### config.mk
export PLATFORM = sky130hd
export DESIGN_NAME = event_pending_latch
export DESIGN_NICKNAME = d
export VERILOG_FILES = /design/src/rtl/event_pending_latch_pkg.sv /design/src/rtl/event_pending_latch_picker.sv /design/src/rtl/event_pending_latch.sv
export SDC_FILE = /design/constraint.sdc
export NUM_CORES = 1
export LEC_CHECK = 0
export CAP_MARGIN = 20
export CORE_AREA = 2 2 57 59
export CTS_CLUSTER_SIZE = 28
export DETAILED_ROUTE_END_ITERATION = 10
export DIE_AREA = 0 0 59 61
export PLACE_DENSITY = 0.78
export SYNTH_ARGS = -nofsm -noshare
export SYNTH_HDL_FRONTEND = slang
export SYNTH_SLANG_ARGS = --single-unit
export TNS_END_PERCENT = 30
### constraint.sdc
create_clock -name clk -period 4 [get_ports clk]
set_input_delay 0.8 -clock clk [delete_from_list [all_inputs] [get_ports clk]]
set_output_delay 0.8 -clock clk [all_outputs]
set_load 0.02 [all_outputs]
### src/rtl/event_pending_latch_pkg.sv
// Shared types and helpers for the event pending latch and related arbiters.
package event_pending_latch_pkg;

  typedef enum logic {
    StIdle,
    StOffer
  } epl_state_t;

  localparam int unsigned MaxWidth = 64;

  // Highest set bit as one-hot; zero in gives zero out.
  function automatic logic [MaxWidth-1:0] msb_onehot(input logic [MaxWidth-1:0] vec);
    logic [MaxWidth-1:0] res;
    res = '0;
    for (int unsigned i = 0; i < MaxWidth; i++) begin
      if (vec[i]) begin
        res    = '0;
        res[i] = 1'b1;
      end
    end
    return res;
  endfunction

endpackage

### src/rtl/event_pending_latch_picker.sv
// Combinational highest-index-wins one-hot picker, shared with other arbiters.
module msb_onehot_picker #(
  parameter int unsigned WIDTH = 8
) (
  input  logic [WIDTH-1:0] vec_i,
  output logic [WIDTH-1:0] onehot_o
);

  always_comb begin
    onehot_o = '0;
    for (int unsigned i = 0; i < WIDTH; i++) begin
      if (vec_i[i]) begin
        onehot_o    = '0;
        onehot_o[i] = 1'b1;
      end
    end
  end

endmodule

### src/rtl/event_pending_latch.sv
// Sticky per-line pending capture with masked, highest-index-first one-hot grant offers.
module event_pending_latch
  import event_pending_latch_pkg::*;
#(
  parameter int unsigned WIDTH       = 8,
  parameter bit          EDGE_DETECT = 1'b1
) (
  input  logic             clk,
  input  logic             rst,
  input  logic [WIDTH-1:0] evt_in,
  input  logic [WIDTH-1:0] mask_in,
  input  logic             clr_all,
  output logic [WIDTH-1:0] pending_o,
  output logic [WIDTH-1:0] overflow_o,
  output logic             grant_valid,
  output logic [WIDTH-1:0] grant_onehot,
  input  logic             grant_ready
);

  epl_state_t       state_q, state_d;
  logic [WIDTH-1:0] pending_q, pending_d;
  logic [WIDTH-1:0] overflow_q, overflow_d;
  logic [WIDTH-1:0] evt_q;
  logic             grant_valid_q, grant_valid_d;
  logic [WIDTH-1:0] grant_onehot_q, grant_onehot_d;

  logic             handshake;
  logic [WIDTH-1:0] set_vec, clr_vec, pick;

  msb_onehot_picker #(
    .WIDTH(WIDTH)
  ) u_picker (
    .vec_i   (pending_q & mask_in),
    .onehot_o(pick)
  );

  assign handshake = grant_valid_q & grant_ready;
  assign clr_vec   = handshake ? grant_onehot_q : '0;
  assign set_vec   = EDGE_DETECT ? (evt_in & ~evt_q) : evt_in;

  always_comb begin
    state_d        = state_q;
    grant_valid_d  = grant_valid_q;
    grant_onehot_d = grant_onehot_q;
    // A set on the line being cleared by the handshake keeps it pending, no overflow.
    pending_d      = (pending_q & ~clr_vec) | set_vec;
    overflow_d     = overflow_q | (set_vec & pending_q & ~clr_vec);

    unique case (state_q)
      StIdle: begin
        if (pick != '0) begin
          state_d        = StOffer;
          grant_valid_d  = 1'b1;
          grant_onehot_d = pick;
        end
      end
      StOffer: begin
        if (handshake) begin
          state_d        = StIdle;
          grant_valid_d  = 1'b0;
          grant_onehot_d = '0;
        end
      end
      default: state_d = StIdle;
    endcase

    // Clear wins over same-cycle events and withdraws any open offer.
    if (clr_all) begin
      state_d        = StIdle;
      grant_valid_d  = 1'b0;
      grant_onehot_d = '0;
      pending_d      = '0;
      overflow_d     = '0;
    end
  end

  always_ff @(posedge clk or posedge rst) begin
    if (rst) begin
      state_q        <= StIdle;
      pending_q      <= '0;
      overflow_q     <= '0;
      evt_q          <= '0;
      grant_valid_q  <= 1'b0;
      grant_onehot_q <= '0;
    end else begin
      state_q        <= state_d;
      pending_q      <= pending_d;
      overflow_q     <= overflow_d;
      evt_q          <= evt_in;
      grant_valid_q  <= grant_valid_d;
      grant_onehot_q <= grant_onehot_d;
    end
  end

  assign pending_o    = pending_q;
  assign overflow_o   = overflow_q;
  assign grant_valid  = grant_valid_q;
  assign grant_onehot = grant_onehot_q;

endmodule

==> Yosys cells after proc, flatten, opt, wreduce, memory -nomap -nowiden <==
Cells that the tools add are included.
{ "word_totals": {"register_bits": 34, "input_bits": 20, "out_inout_bits": 25, "wordCells": 44} }
{ "classes": {"n_eq_ne": 2, "mux": 23, "bitwise": 11, "n_reduce_logical": 2} }
{ "ops": {"columns": ["op", "count"], "rows": [
  ["$mux W8", 7],
  ["$and A8 B8 Y8", 5],
  ["$not A8 Y8", 2],
  ["$or A8 B8 Y8", 2],
  ["$pmux W8 S2", 1],
  ["$reduce_bool A8 Y1", 1],
  ["$mux W1", 7],
  ["$mux W7", 1],
  ["$mux W6", 1],
  ["$mux W5", 1],
  ["$mux W4", 1],
  ["$pmux W1 S2", 2],
  ["$mux W3", 1],
  ["$ne A3 B2 Y1 const B", 1],
  ["$ne A3 B3 Y1 const B", 1],
  ["$mux W2", 1],
  ["$reduce_and A2 Y1", 1],
  ["$and A1 B1 Y1", 1],
  ["$not A1 Y1", 1]
]} }

==> Depth between registers and ports, before layout <==
Gate-level depths: netlist of run 1.
{ "depth": {"depth_word": 13, "ltp_mapped": 5, "ltp_nobuf": 4} }

==> By module <==
Synthesis of run 1 repeated with hierarchy kept, for this count alone.
{ "unflattened": {"cells_unflattened": 126, "area_unflattened_um2": 1433.9} }
{ "by_module_without_submodules": {"columns": ["module", "n_inst", "cells_per_inst", "area_per_inst_um2", "seq_area_each_um2"], "rows": [
  ["event_pending_latch", 1, 116, 1353.8, 850.8],
  ["msb_onehot_picker", 1, 10, 80.1, 0.0]
]} }

==> Worst setup path before layout of run 1 <==
OpenSTA, ideal clock, no wires.
{ "synth_timing": {"path_kind": "input to register", "from": "input mask_in[3]", "to": "register grant_onehot_q[7], in the netlist grant_onehot[7]", "setup_ns": 0.074, "arrival_time_ns": 1.803, "t_required_ns": 3.926, "path_slack_ns": 2.123, "path_stages": 4, "n_path_buf": 0, "path_cell_list": "a222oi_1 nand3_1 or3b_1 a21oi_2"} }
{ "synth_between": {"elab_chain_len": 9} }
{ "synth_rtl": {"columns": ["element", "line_no", "source"], "rows": [
  ["start, declared", "event_pending_latch.sv:11", "input logic [WIDTH-1:0] mask_in,"],
  ["$and A8 B8 Y8", "event_pending_latch.sv:33", ".vec_i (pending_q & mask_in),"],
  ["$mux W4", "event_pending_latch_picker.sv:12", "if (vec_i[i]) begin"],
  ["$mux W5", "event_pending_latch_picker.sv:12", null],
  ["$mux W6", "event_pending_latch_picker.sv:12", null],
  ["$mux W7", "event_pending_latch_picker.sv:12", null],
  ["$mux W8", "event_pending_latch_picker.sv:12", null],
  ["$reduce_bool A8 Y1", "event_pending_latch.sv:51", "if (pick != '0) begin"],
  ["$ne A3 B3 Y1 (no source line)", null, null],
  ["$reduce_and A2 Y1 (no source line)", null, null],
  ["end signal, assigned", "event_pending_latch.sv:91", "grant_onehot_q <= grant_onehot_d;"],
  ["end, declared", "event_pending_latch.sv:25", "logic [WIDTH-1:0] grant_onehot_q, grant_onehot_d;"]
]} }
No other way between the ends.
A chain may end at the register's enable or synchronous reset.

==> Final worst setup path of run 1 <==
{ "layout_timing": {"from": "input clr_all", "to": "register grant_onehot_q[3], in the netlist grant_onehot[3]"} }
{ "layout_between": {"elab_chain_len": 2, "word_cells_on_any_way": 4, "classes_between": "eq/ne (2); mux (1); reduce/logical (1)"} }
{ "layout_rtl": {"columns": ["element", "line_no", "source"], "rows": [
  ["start, declared", "event_pending_latch.sv:12", "input logic clr_all,"],
  ["$ne A3 B3 Y1 (no source line) / $ne A3 B2 Y1 (equally long branches)", null, null],
  ["$reduce_and A2 Y1 (no source line)", null, null]
]} }
Several ways; a longest one is shown, not always the timed one.

==> run metrics, run 1 <==
Core ar. 0.00295 mm2; Skew-Pair Late Insertion Delay 0.34 ns; Worst Max-Slew Pin Slew 0.772 ns; Sink Count 34; synth cell count leaders dfrtp_1 (34), nand2_1 (31), a21oi_1 (12), nor2_1 (11), inv_1 (9); CTS hold repair buffers 0; kind of critical path in2reg; initial antenna violation count 0; global-route wire length before repair 5070 um; GRT Max-Usage Layer met2; I/O pins 45; Internal 0.000501 W; post-synthesis cell count 131; DRC 0; sw frac 0.273; Unique masters post-synth 24; TritonCTS clock tree yes; outcome finished clean; Worst-path clk slew 0.10 ns; Worst setup SP type input port; initial drt markers 38; htree depth 2; final period utilization 0.614; multi-input combinational cell area 464 um2; FF/Latch Area 851 um2; sequential area share after synthesis 0.623; Clock Tree Buf Depth 2; Syn Std Cell Area 0.00137 mm2; Starting Density 0.462; post_cts resized 0; wire per inst 14.5 um; Clk network pwr share 0.284; Antenna Nets Post-Route 0; Post-synth top flop dfrtp_1; Final Max Slew Viols 0; Post-synth ARST share 1.00; yosys warns 0; vias in the first global route 1152; share of layout cells above drive strength 1 0.0611; RSZ-0062 raised after global routing false; peak supply drop 0.000197 V; total CTS buffers 5; sequential power share 0.548; Total Power 0.000689 W; required time of the critical path 4.28 ns; largest net degree at the start of global routing 35; count leader, synth dfrtp_1; port bufs 44; routed wire length 3090 um; Net Count, Synth 151; Synth area leaders dfrtp_1 (62%), nand2_1 (8.5%), a41oi_1 (5.1%); Switching Power 0.000188 W; Final Hold Fails 0; placer congestion estimate 0.854; Post-synth EDFFs 0; P_leak 0.847 nW; via count 1147; crit path max fanout 20; Seq cells post-synth 34; Setup violations, final 0; Synth top area share 0.623; CP arrival 2.74 ns; vias per inst 5.38; Die Wd 59 um; M3 GR Usage 0.0405; post-synth top area cell dfrtp_1; GR Util All Layers 0.195; CP endpoint kind flip-flop; # Post-CTS Setup Buffers 0; setup TNS 0 ns; die height 61 um; n_diodes 0; Max Cap Viol 0; Max-slew headroom 0.484; TritonRoute pass-1 iters 5; Logic pwr share 0.168; worst min path class reg2reg; die area 0.00360 mm2; layout overhead on the synthesized area 39.0%; met1 global-route usage 0.236; CTS Root Cell clkbuf_4; row cnt 20; final core occ 0.643; nets 199; M2 GR Usage 0.330; Fill cells 259; final hold slack 0.510 ns; syn_area_per_cell 10.4 um2; maximum clock rate 0.407 GHz; Power Density 363 mW/mm2; grt total ovfl 0; Fin Clk Skew 0.00527 ns; min cycle time layout 2.46 ns; HPWL after DPL 2270 um
## sequential cells by signal, indices dropped and copies added, names as in the netlist
| register | flops |
|---|---|
| overflow_o | 8 |
| grant_onehot | 8 |
| pending_o | 8 |
| state_q | 1 |
| grant_valid | 1 |
| evt_q | 8 |
## worst max-delay path: stages
cell	delay [ns]
clkdlybuf4s50_1	0.80
a211oi_1	0.51
nand2_1	0.12
a21oi_1	0.28
a32o_1	0.22
## cells in the final DEF (no fill, tap or decap), drive strengths merged, types with 2 or more instances in the layout
| cell | count |
|---|---|
| a21oi | 13 |
| a222oi | 2 |
| a22o | 4 |
| a32o | 2 |
| a41oi | 8 |
| and3 | 2 |
| clkbuf | 7 |
| clkdlybuf4s50 | 44 |
| dfrtp | 34 |
| inv | 9 |
| nand2 | 31 |
| nand3 | 2 |
| nor2 | 12 |
## stage by stage
| stage | cell area [um2] | worst slack (ns) | std cells |
|---|---|---|---|
| floorplan | 1370 | 2.12 | 131 |
| global placement | 1840 | 1.30 | 205 |
| detailed placement | 1840 | 1.19 | 205 |
| CTS | 1900 | 1.54 | 213 |
| global route | 1900 | 1.38 | 213 |
| finish | 1900 | 1.54 | 213 |
## metal layers
metal / part of all wire / wire length, um
met5: 0 / 0
met4: 0.021 / 65
met3: 0.039 / 122
met2: 0.51 / 1590
met1: 0.43 / 1310
## cell families after synthesis
logic type | Yosys count | synth area share
and+or+nand+nor | 49 | 0.148
AOI/OAI and AO/OA | 35 | 0.192
DFF | 34 | 0.623
buffers and inverters | 13 | 0.0367
## layout make-up
cell class                      count  share of cell area
Tap cell                           33              0.0218
Clock buffer                        7              0.0290
Multi-Input combinational cell     84               0.245
Sequential cell                    34               0.448
Timing Repair Buffer               45               0.236
Clock inverter                      1             0.00264
Inverter                            9              0.0178
## power by group through the flow
stage / clock [W] / sequential (W) / combinational, W
finish: 0.000196 / 0.000378 / 0.000116
global route: 0.000214 / 0.000381 / 0.000125
CTS: 0.000199 / 0.000378 / 0.000117
detailed placement: 0 / 0.000384 / 0.000117
global placement: 0 / 0.000383 / 0.000113
floorplan: 0 / 0.000394 / 0.0000457
## worst paths after layout
| kind | startpoint | to | slack [ns] | cells after the start |
|---|---|---|---|---|
| hold reg to reg | overflow_o[6] | overflow_o[6] | 0.51 | 2 |
| max in group asynchronous | rst | state_q | 2.84 | 3 |
| setup / recovery | clr_all | grant_onehot[3] | 1.54 | 5 |
| hold / removal | overflow_o[6] | overflow_o[6] | 0.51 | 2 |
| setup reg to reg | pending_o[3] | grant_onehot[7] | 2.28 | 4 |
| min in group asynchronous | rst | evt_q[6] | 0.85 | 3 |
Note: power is estimated with default switching activity, not from simulation.
==> inputs of run 2 (changes only) <==
--- a/config.mk
+++ b/config.mk
@@ -6,11 +6,11 @@
 export NUM_CORES = 1
 export LEC_CHECK = 0
 export CAP_MARGIN = 20
-export CORE_AREA = 2 2 57 59
+export CORE_AREA = 2 2 62 64
 export CTS_CLUSTER_SIZE = 28
 export DETAILED_ROUTE_END_ITERATION = 10
-export DIE_AREA = 0 0 59 61
-export PLACE_DENSITY = 0.78
+export DIE_AREA = 0 0 64 66
+export PLACE_DENSITY = 0.7
 export SYNTH_ARGS = -nofsm -noshare
 export SYNTH_HDL_FRONTEND = slang
 export SYNTH_SLANG_ARGS = --single-unit
==> constraint.sdc (replaced) <==
create_clock -name clk -period 2.15 [get_ports clk]
set_input_delay 0.43 -clock clk [delete_from_list [all_inputs] [get_ports clk]]
set_output_delay 0.43 -clock clk [all_outputs]
set_load 0.02 [all_outputs]
==> run 2 against run 1 <==
Against the previous run: sequential share of layout area is 0.61 points lower; worst setup slack got worse by 1.3 ns; combinational power grew 92%; global-route usage fell by 1.7 points; via count up 0.96%; final area up 1.4%; utilization shrank 10 points; critical path depth unchanged; register-to-register slack worse by 1.9 ns; sequential cell count stayed put; power grew 80%; routed wire length rose by 6.3%.
==> run metrics, run 2 (same netlist as run 1, synthesis figures left out) <==
total CTS buffers 5 (unchanged); Power Density 645 mW/mm2 (was 363 mW/mm2); Skew-Pair Late Insertion Delay 0.32 ns (was 0.34 ns); Logic pwr share 0.180 (was 0.168); Worst Max-Slew Pin Slew 0.524 ns (was 0.772 ns); required time of the critical path 2.42 ns (was 4.28 ns); routed wire length 3280 um (was 3090 um); Worst R2R Path Depth 4 (unchanged); largest net degree at the start of global routing 35 (unchanged); TritonCTS clock tree yes (unchanged); wire per inst 14.3 um (was 14.5 um); layout overhead on the synthesized area 41.0% (was 39.0%); worst min path class in2async (was reg2reg); Final Hold Fails 0 (unchanged); maximum clock rate 0.529 GHz; grt total ovfl 0 (unchanged); final core occ 0.542 (was 0.643); Worst setup SP type input port (unchanged); Fin Clk Skew 0.00330 ns (was 0.00527 ns); Internal 0.000902 W (was 0.000501 W); CP startpoint mask_in[3] (was clr_all); M2 GR Usage 0.310 (was 0.330); commonest cells after routing, fill and taps aside clkdlybuf4s50_1 (44), dfrtp_1 (34), nand2_1 (31) (unchanged); met1 global-route usage 0.204 (was 0.236); setup TNS 0 ns (unchanged); Starting Density 0.384 (was 0.462); # Post-CTS Setup Buffers 0 (unchanged); commonest non-fill, non-tap cell in the layout clkdlybuf4s50_1 (unchanged); kind of critical path in2reg (unchanged); via count 1158 (was 1147); placer congestion estimate 0.797 (was 0.854); initial drt markers 67 (was 38); sw frac 0.274 (was 0.273); M3 GR Usage 0.0426 (was 0.0405); vias per inst 5.03 (was 5.38); Switching Power 0.000340 W (was 0.000188 W); Fill cells 320 (was 259); min cycle time layout 1.89 ns; Final WS setup 0.260 ns (was 1.54 ns); r2r setup slk 0.38 ns (was 2.28 ns); GR Util All Layers 0.179 (was 0.195); Clock Tree Buf Depth 2 (unchanged); Max Cap Viol 0 (unchanged); outcome finished clean (unchanged); Setup violations, final 0 (unchanged); die area 0.00422 mm2 (was 0.00360 mm2); HPWL after DPL 2410 um (was 2270 um); vias in the first global route 1285 (was 1152); Core ar. 0.00355 mm2 (was 0.00295 mm2); CP arrival 2.16 ns (was 2.74 ns); I/O pins 45 (unchanged); peak supply drop 0.000374 V (was 0.000197 V); Final Max Slew Viols 0 (unchanged); Worst-path clk slew 0.09 ns (was 0.10 ns); worst r2r src pending_o[3] (unchanged); DRC 0 (unchanged); RSZ-0062 raised after global routing false (unchanged); n_diodes 0 (unchanged); global-route wire length before repair 5710 um (was 5070 um); final period utilization 0.879; P_leak 0.852 nW (was 0.847 nW); nets 202 (was 199); Die Wd 64 um (was 59 um); dpl ws -0.0516 ns (was 1.19 ns); crit path max fanout 7 (was 20); TritonRoute pass-1 iters 4 (was 5); htree depth 2 (unchanged); r2r endpoint grant_onehot[1] (was grant_onehot[7]); Max-slew headroom 0.650 (was 0.484); row cnt 22 (was 20); post_cts resized 0 (unchanged); Sink Count 34 (unchanged); CTS Root Cell clkbuf_4 (unchanged); share of layout cells above drive strength 1 0.0659 (was 0.0611); port bufs 44 (unchanged); CTS hold repair buffers 0 (unchanged); Clk network pwr share 0.255 (was 0.284); sequential power share 0.566 (was 0.548); GRT Max-Usage Layer met2 (unchanged); Antenna Nets Post-Route 0 (unchanged); initial antenna violation count 0 (unchanged); die height 66 um (was 61 um); CP endpoint kind flip-flop (unchanged)
==> run 2: routing by layer <==
| metal | share of wire | vias to the layer above |
|---|---|---|
| li1 | - | 561 |
| met2 | 0.50 | 41 |
| met4 | 0.0082 | 0 |
| met5 | 0 | - |
| met1 | 0.43 | 554 |
| met3 | 0.059 | 2 |
==> run 2: power by group through the flow <==
stage / logic [W] / registers, W / clock network, W
CTS: 0.000226 / 0.000703 / 0.000333
global placement: 0.000218 / 0.000713 / 0
global route: 0.000244 / 0.000708 / 0.000358
detailed placement: 0.000225 / 0.000715 / 0
floorplan: 0.0000850 / 0.000733 / 0
finish: 0.000223 / 0.000702 / 0.000316
==> run 2: critical path, cell delays in order <==
cell and delay (ns):
clkdlybuf4s50_1 0.46, a222oi_1 0.55, a31oi_1 0.22, nor2_2 0.30
a22o_1 0.20
==> run 2: metrics by stage <==
stage	hold WS [ns]	std cells	total power, W	area [um2]
floorplan	0.461	131	0.000818	1370
global placement	0.481	223	0.000931	1880
detailed placement	0.496	223	0.000939	1880
CTS	0.499	230	0.00126	1920
global route	0.538	230	0.00131	1920
finish	0.496	230	0.00124	1920
==> run 2: worst max-delay path by stage <==
stage	slack, ns	cells past startpoint	endpoint
3_3_place_gp	0.03	5	grant_onehot[7]
5_1_grt	0.14	5	grant_onehot[4]
3_5_place_dp	-0.05	5	grant_onehot[2]
2_1_floorplan	0.57	4	grant_onehot[7]
6_report	0.26	5	grant_onehot[1]
4_1_cts	0.28	1	pending_o[3]
==> run 2: layout make-up <==
type                            instances  area [um2]  area share
Multi-Input combinational cell         84         464       0.241
Sequential cell                        34         851       0.442
Clock buffer                            7        45.0      0.0234
Inverter                                9        33.8      0.0176
Timing Repair Buffer                   48         470       0.244
Tap cell                               48        60.1      0.0312
